File: src/rtl/bin_to_bcd_seq_if.sv
// rtl/bin_to_bcd_seq_if.sv - start/operand/result bundle for the sequential binary-to-BCD converter
// The ovf member exists only when BIN2BCD_OVF_EN is defined.
interface bin_to_bcd_seq_if #(
   parameter int W      = 8,
   parameter int DIGITS = 3
);
   logic                  start;
   logic [W-1:0]          bin;
   logic                  busy;
   logic                  done;
   logic [4*DIGITS-1:0]   bcd;
`ifdef BIN2BCD_OVF_EN
   logic                  ovf;

   modport master (output start, output bin, input busy, input done, input bcd, input ovf);
   modport slave  (input start, input bin, output busy, output done, output bcd, output ovf);
`else
   modport master (output start, output bin, input busy, input done, input bcd);
   modport slave  (input start, input bin, output busy, output done, output bcd);
`endif
endinterface

File: src/rtl/bin_to_bcd_seq.sv
// rtl/bin_to_bcd_seq.sv - shift-and-add-3 binary-to-BCD converter, one clock per input bit
// Optional overflow flag and reduced DIGITS enabled by macro BIN2BCD_OVF_EN.
module bin_to_bcd_seq #(
   parameter int W      = 8,
   parameter int DIGITS = 3
) (
   input  logic               clk,
   input  logic               nrst,
   bin_to_bcd_seq_if.slave    io
);
   localparam int SRW = 4*DIGITS + W;
   localparam int CW  = $clog2(W + 1);

   // Decimal digits needed for the largest W-bit value.
   function automatic int min_digits(input int w);
      longint unsigned v;
      int              d;
      v = (64'd1 << w) - 64'd1;
      d = 1;
      for (int i = 0; i < 20; i++) begin
         if (v >= 64'd10) begin
            v = v / 64'd10;
            d++;
         end
      end
      return d;
   endfunction

   if (W < 1 || W > 32) begin : g_width_range
      $error("bin_to_bcd_seq: W must be 1..32");
   end
`ifndef BIN2BCD_OVF_EN
   if (DIGITS < min_digits(W)) begin : g_digits_too_small
      $error("bin_to_bcd_seq: DIGITS too small for W without overflow support");
   end
`endif

   typedef enum logic {IDLE, SHIFT} state_t;

   state_t                state;
   state_t                state_nxt;
   logic [SRW-1:0]        sr;
   logic [SRW-1:0]        adj;
   logic [SRW-1:0]        sr_nxt;
   logic [CW-1:0]         cnt;
   logic                  last;
   logic                  done_q;
   logic [4*DIGITS-1:0]   bcd_q;

   always_comb begin
      adj = sr;
      for (int k = 0; k < DIGITS; k++) begin
         if (sr[W+4*k +: 4] >= 4'd5) begin
            adj[W+4*k +: 4] = sr[W+4*k +: 4] + 4'd3;
         end
      end
      sr_nxt = adj << 1;
   end

   assign last = (state == SHIFT) && (cnt == CW'(1));

   always_comb begin
      state_nxt = state;
      case (state)
         IDLE:    if (io.start) state_nxt = SHIFT;
         SHIFT:   if (last)     state_nxt = IDLE;
         default:               state_nxt = IDLE;
      endcase
   end

   always_ff @(posedge clk or negedge nrst) begin
      if (!nrst) begin
         state <= IDLE;
      end else begin
         state <= state_nxt;
      end
   end

   always_ff @(posedge clk or negedge nrst) begin
      if (!nrst) begin
         sr     <= '0;
         cnt    <= '0;
         done_q <= 1'b0;
         bcd_q  <= '0;
      end else begin
         done_q <= 1'b0;
         if (state == IDLE) begin
            if (io.start) begin
               sr  <= {{(4*DIGITS){1'b0}}, io.bin};
               cnt <= CW'(W);
            end
         end else begin
            sr  <= sr_nxt;
            cnt <= cnt - CW'(1);
            if (last) begin
               bcd_q  <= sr_nxt[SRW-1 -: 4*DIGITS];
               done_q <= 1'b1;
            end
         end
      end
   end

`ifdef BIN2BCD_OVF_EN
   logic ovf_sticky;
   logic ovf_q;

   // The bit leaving the top digit is the adjusted MSB before the shift.
   always_ff @(posedge clk or negedge nrst) begin
      if (!nrst) begin
         ovf_sticky <= 1'b0;
         ovf_q      <= 1'b0;
      end else if (state == IDLE) begin
         if (io.start) ovf_sticky <= 1'b0;
      end else begin
         if (adj[SRW-1]) ovf_sticky <= 1'b1;
         if (last)       ovf_q      <= ovf_sticky | adj[SRW-1];
      end
   end

   assign io.ovf = ovf_q;
`endif

   assign io.busy = (state == SHIFT);
   assign io.done = done_q;
   assign io.bcd  = bcd_q;
endmodule
File: src/flat_wrapper.sv
// flat-port wrapper written by rule: the top's interface ports become plain ports
module bin_to_bcd_seq_flat 
#(
   parameter int W      = 8,
   parameter int DIGITS = 3
)
  (clk, nrst, io_start, io_bin, io_busy, io_done, io_bcd);
  bin_to_bcd_seq_if #(.W(W), .DIGITS(DIGITS)) io_i ();
  input  logic clk;
  input  logic nrst;
  input wire logic [$bits(io_i.start)-1:0] io_start;
  input wire logic [$bits(io_i.bin)-1:0] io_bin;
  output wire logic [$bits(io_i.busy)-1:0] io_busy;
  output wire logic [$bits(io_i.done)-1:0] io_done;
  output wire logic [$bits(io_i.bcd)-1:0] io_bcd;
  assign io_i.start = io_start;
  assign io_i.bin = io_bin;
  assign io_busy = io_i.busy;
  assign io_done = io_i.done;
  assign io_bcd = io_i.bcd;
  bin_to_bcd_seq #(.W(W), .DIGITS(DIGITS)) u_core (.clk(clk), .nrst(nrst), .io(io_i));
endmodule
File: config.mk
export PLATFORM = sky130hd
export DESIGN_NAME = bin_to_bcd_seq_flat
export DESIGN_NICKNAME = d
export VERILOG_FILES = /design/src/rtl/bin_to_bcd_seq_if.sv /design/src/rtl/bin_to_bcd_seq.sv /design/src/flat_wrapper.sv
export SDC_FILE = /design/constraint.sdc
export NUM_CORES = 1
export LEC_CHECK = 0
export ABC_AREA = 1
export CAP_MARGIN = 20
export CORE_AREA = 2 2 65 67
export CTS_BUF_LIST = sky130_fd_sc_hd__clkbuf_8 sky130_fd_sc_hd__clkbuf_16
export CTS_CLUSTER_SIZE = 25
export DETAILED_ROUTE_END_ITERATION = 10
export DIE_AREA = 0 0 67 69
export GPL_ROUTABILITY_DRIVEN = 1
export PLACE_DENSITY_LB_ADDON = 0.1
export SLEW_MARGIN = 10
export SYNTH_ARGS = -nofsm -noshare
export SYNTH_HDL_FRONTEND = slang
export SYNTH_SLANG_ARGS = --single-unit
export TNS_END_PERCENT = 10
File: constraint.sdc
create_clock -name clk -period 1.1 [get_ports clk]
set_input_delay 0.11 -clock clk [delete_from_list [all_inputs] [get_ports clk]]
set_output_delay 0.11 -clock clk [all_outputs]
set_load 0.005 [all_outputs]
== After elaboration in Yosys (flattened, before gate mapping) ==
Cells that the tools add are included.

* Flip-flop bits (word level): 38
* Input port bits: 11
* Output and inout bits: 14
* Logic and storage cells: 29

* Add/subtract/negate cells: 4
* Magnitude comparators: 3
* Equality and inequality tests: 1
* Multiplexer cells: 12
* Bitwise operators: 1
* Reduce and logical (&&, ||, !) cells: 3

{| class="wikitable"
|+ Operators by type and width
! kind !! number
|-
| $mux W20 || 2
|-
| $mux W4 || 4
|-
| $ge A4 B3 Y1 const B || 3
|-
| $add A4 B2 Y4 const B || 2
|-
| $eq A4 B1 Y1 const B || 1
|-
| $mux W1 || 4
|-
| $sub A4 B1 Y4 const B || 1
|-
| $add A3 B2 Y3 const B || 1
|-
| $mux W3 || 1
|-
| $pmux W1 S2 || 1
|-
| $reduce_and A2 Y1 || 1
|-
| $reduce_bool A2 Y1 || 1
|-
| $logic_and A1 B1 Y1 || 1
|-
| $not A1 Y1 || 1
|}

== Depth between registers and ports, before layout ==
* Word-level depth: 4
* Depth in mapped cells: 9

== Least setup slack after synthesis ==
Ideal clock, no wire load.

* Path type: flip-flop to flip-flop
* Start point: reg u_core.sr[8]
* End point: reg u_core.bcd_q[1], in the netlist u_core.io.bcd[1]
* Setup time: 0.117 ns
* Data arrival time: 1.053 ns
* Data required time: 0.983 ns
* Path slack: -0.070 ns
* Cell stages (with the launch flop): 9
* Buffers on the path: 0
* Clock period less this slack: 1.170 ns
* Cell sequence: dfrtp_1 -> inv_1 -> ha_1 -> inv_1 -> nand2_1 -> nand3_1 -> nand2_1 -> nand3_1 -> nand2_1

* Cells in the longest elaborated chain, start to end: 2

{| class="wikitable"
|+ RTL lines
! element !! RTL line !! RTL
|-
| start: declaration || bin_to_bcd_seq.sv:42 || <nowiki>logic [SRW-1:0] sr;</nowiki>
|-
| start signal: assignment || bin_to_bcd_seq.sv:89 || <nowiki>sr <= {{(4*DIGITS){1'b0}}, io.bin};</nowiki>
|-
| start signal: assignment || bin_to_bcd_seq.sv:93 || <nowiki>sr <= sr_nxt;</nowiki>
|-
| $add A4 B2 Y4 / $ge A4 B3 Y1 (equally long branches) || bin_to_bcd_seq.sv:54, bin_to_bcd_seq.sv:53 ||
|-
| $mux W4 (*) || bin_to_bcd_seq.sv:53 || <nowiki>if (sr[W+4*k +: 4] >= 4'd5) begin</nowiki>
|-
| end signal: assignment || bin_to_bcd_seq.sv:96 || <nowiki>bcd_q <= sr_nxt[SRW-1 -: 4*DIGITS];</nowiki>
|-
| end: declaration || bin_to_bcd_seq.sv:48 || <nowiki>logic [4*DIGITS-1:0] bcd_q;</nowiki>
|}

Mark *: on every way between the ends. The rest lies on a longest branch, timed or not.
A chain may end at the register's enable or synchronous reset.

== Worst setup path in the final report ==
* Start point: reg u_core.sr[16]
* End point: reg u_core.sr[18]

* Cells in the longest elaborated chain, start to end: 3

{| class="wikitable"
|+ RTL lines
! element !! RTL line !! RTL
|-
| $ge A4 B3 Y1 / $add A3 B2 Y3 (equally long branches) || bin_to_bcd_seq.sv:53, bin_to_bcd_seq.sv:54 ||
|-
| $mux W3 (*) || bin_to_bcd_seq.sv:53 ||
|-
| $mux W20 (*) || bin_to_bcd_seq.sv:87 || <nowiki>if (state == IDLE) begin</nowiki>
|}

Marks and branches as above.

==> run summary <==
run status: finished with violations
violated checks: negative setup slack
worst min-delay path class: in2async
cell area after placement: 2260 µm²
path type of the worst setup path: reg2reg
core box area: 3910 µm²
number of flops mapped to enable cells by yosys: 0
Slew Limit Headroom: 0.814
Yosys Warn Count: 0
max-cap violation count: 0
required arrival time at the worst endpoint: 1.27 ns
peak supply drop: 0.00162 V
reg2reg start: u_core.sr[16]
Mapped Cells: 210
Setup Viol. Count Final: 35
CTS tree: yes
part of the total power dissipated in combinational logic: 0.553
synth top area cells: dfrtp_1 52%, nand2_1 16%, ha_1 5.5%
residual DRC count: 0
cell count after placement: 299
Worst Path Max Fanout: 4
placer's final routability congestion estimate: 0.878
overall die area: 4620 µm²
average via count per standard cell: 5.15
final critical path time including I/O delays and setup: 1.21 ns
Worst setup EP type: register
DRT iter0 DRCs: 122
fraction of post-synthesis cell area in the top cell type by area: 0.522
first element of the critical path: u_core.sr[16]
Initial Util: 0.465
Die Height: 69 µm
most frequent cells in the layout: 66 x nand2_1, 37 x dfrtp_1, 23 x buf_4, 15 x inv_1, 14 x dlygate4sd2_1
Chip Width: 67 µm
Setup Skew: 0.00117 ns
number of clock sinks seen by CTS: 38
RSZ-0062 raised after global routing: true
routed length per placed instance: 13.4 µm
Post-Layout Cell Count: 313
transition time at the pin with the least slew margin: 0.280 ns
initial antenna violation count: 0
clock edge transition at the registers on the reported setup and hold paths: 0.07 ns
post-DP HPWL: 2850 µm
total global-route track usage: 0.201
Highest Clock Rate: 0.824 GHz
clock group share of total power: 0.118
Crit path arrival time: 1.39 ns
I/O pins: 25
synthesized area: 1820 µm²
fin. max-slew vios: 0
deepest clock path buffer count: 2
insertion delay of the later-clocked pin in the worst-skew pair: 0.28 ns
Antenna Violating Nets Remaining: 0
total power divided by cell area: 2960 nW/µm²
fraction of synthesis flops using an asynchronous set or reset pin: 1.00
distinct cell type count after synthesis: 21
area of combinational cells with multiple inputs: 893 µm²
first-pass GRT wire length: 7090 µm
net count of the finished layout: 282
Core Rows: 23
net switching component of the power: 3150 µW
dominant synthesized flop cell: dfrtp_1
buffers added on ports: 24
final-report hold violation count: 0
Net Sw Frac: 0.421
most area-hungry cell type in the Yosys netlist: dfrtp_1
via count of the first global-routing pass: 1576
average cell area after synthesis: 8.67 µm²
fillers: 346
global route total overflow: 0
root buf cell: clkbuf_8
area added between synthesis and finish: 38.5%
Static Leakage: 0.00129 µW
total vias in the final route: 1611
share of synthesized area occupied by flip-flops and latches: 0.522
TritonRoute pass-1 iters: 4
part of the power in registers: 0.328
synthesized netlist net count: 229
cell area after layout: 2520 µm²
fraction of layout cells with a size suffix above 1: 0.274
flop and latch count out of synthesis: 38
kind of launch point of the worst setup path: register
final setup margin: -0.114 ns
number of CTS-inserted buffers: 5
Cell Int Power: 4330 µW
H-tree level count: 2
final antenna diode count: 0
total power: 7470 µW
fraction of the cycle the final worst path needs: 1.10
commonest non-fill, non-tap cell in the layout: nand2_1
combined flip-flop and latch cell area: 952 µm²
pin count of the biggest net entering global routing: 39
routed wire length: 4180 µm
metrics by stage:
step / hold WS (ns) / TNS (ns) / setup slack [ns] / utilization
finish: 0.309 / -1.91 / -0.114 / 0.645
global placement: 0.0913 / -1.97 / -0.0963 / 0.578
detailed placement: 0.0910 / -3.21 / -0.133 / 0.578
floorplan: -0.186 / -0.0238 / -0.00443 / -
global route: 0.344 / -4.81 / -0.213 / 0.645
CTS: 0.319 / -1.97 / -0.140 / 0.608
per-layer routing:
metal,global-route usage,part of all wire
met5,0,0
met2,0.319,0.52
met4,0.0658,0.0079
met3,0.0587,0.043
met1,0.259,0.43
worst paths after layout:
| check | end | depth (start not counted) | slack, ns |
|---|---|---|---|
| worst min-delay path | u_core.io.bcd[10] | 3 | 0.31 |
| worst min register to register | u_core.io.bcd[6] | 2 | 0.47 |
| max in group asynchronous | u_core.sr[12] | 3 | 0.58 |
| min in group clk | u_core.sr[3] | 3 | 0.37 |
| worst max register to register | u_core.sr[18] | 7 | -0.11 |
| worst max-delay path | u_core.sr[18] | 7 | -0.11 |
timing repair:
item	in CTS	in global routing
pin swaps	2	14
endpoints found under the hold margin	38	0
setup buffers	3	3
hold buffers	1	0
resized for setup	27	33
gates cloned	0	0
setup endpoints to repair	42	38
final cells by class:
cell class | count | share of cell area
flip-flops and latches | 38 | 0.377
multi-input cells | 145 | 0.354
repair buffers | 51 | 0.179
inverters | 22 | 0.0347
clock buffers | 5 | 0.0273
well taps | 50 | 0.0248
clock inverters | 2 | 0.00297
cell usage after synthesis (2+ instances only):
master,count
nand2_1,77
dfrtp_1,38
inv_1,20
nand3_1,19
o21ai_0,11
ha_1,8
a22oi_1,5
nand4_1,5
nor2_1,5
o22ai_1,5
buf_6,3
buf_2,2
inv_2,2
o211ai_1,2
o21ai_1,2
kinds of logic (layout without fill, tap and decap cells):
group / count (synthesis) / count (layout) / share of synthesized area
simple gates: 110 / 110 / 0.264
fa+ha+maj: 8 / 8 / 0.0549
xor+xnor: 1 / 1 / 0.00481
flops: 38 / 38 / 0.522
buf+inv: 27 / 80 / 0.0694
compound gates: 26 / 26 / 0.0845
registers in the layout (all words and copies together), names as in the netlist:
register / count
u_core.cnt: 4
u_core.io.bcd: 12
u_core.io.done: 1
u_core.io.busy: 1
u_core.sr: 20
critical path, stage by stage, from the launching register on:
cell and delay, ns:
dfrtp_1 0.41, inv_2 0.07, ha_2 0.17, inv_1 0.05
nand2_2 0.08, nand4_1 0.13, nand3_1 0.13, nand2_1 0.07
power by group through the flow:
stage | clock [µW] | sequential (µW) | combinational, µW
CTS | 908 | 2420 | 3640
detailed placement | 0 | 2460 | 3570
finish | 885 | 2450 | 4130
floorplan | 0 | 2420 | 2140
global route | 975 | 2530 | 4680
global placement | 0 | 2420 | 3440
(Power assumes the default switching activity.)
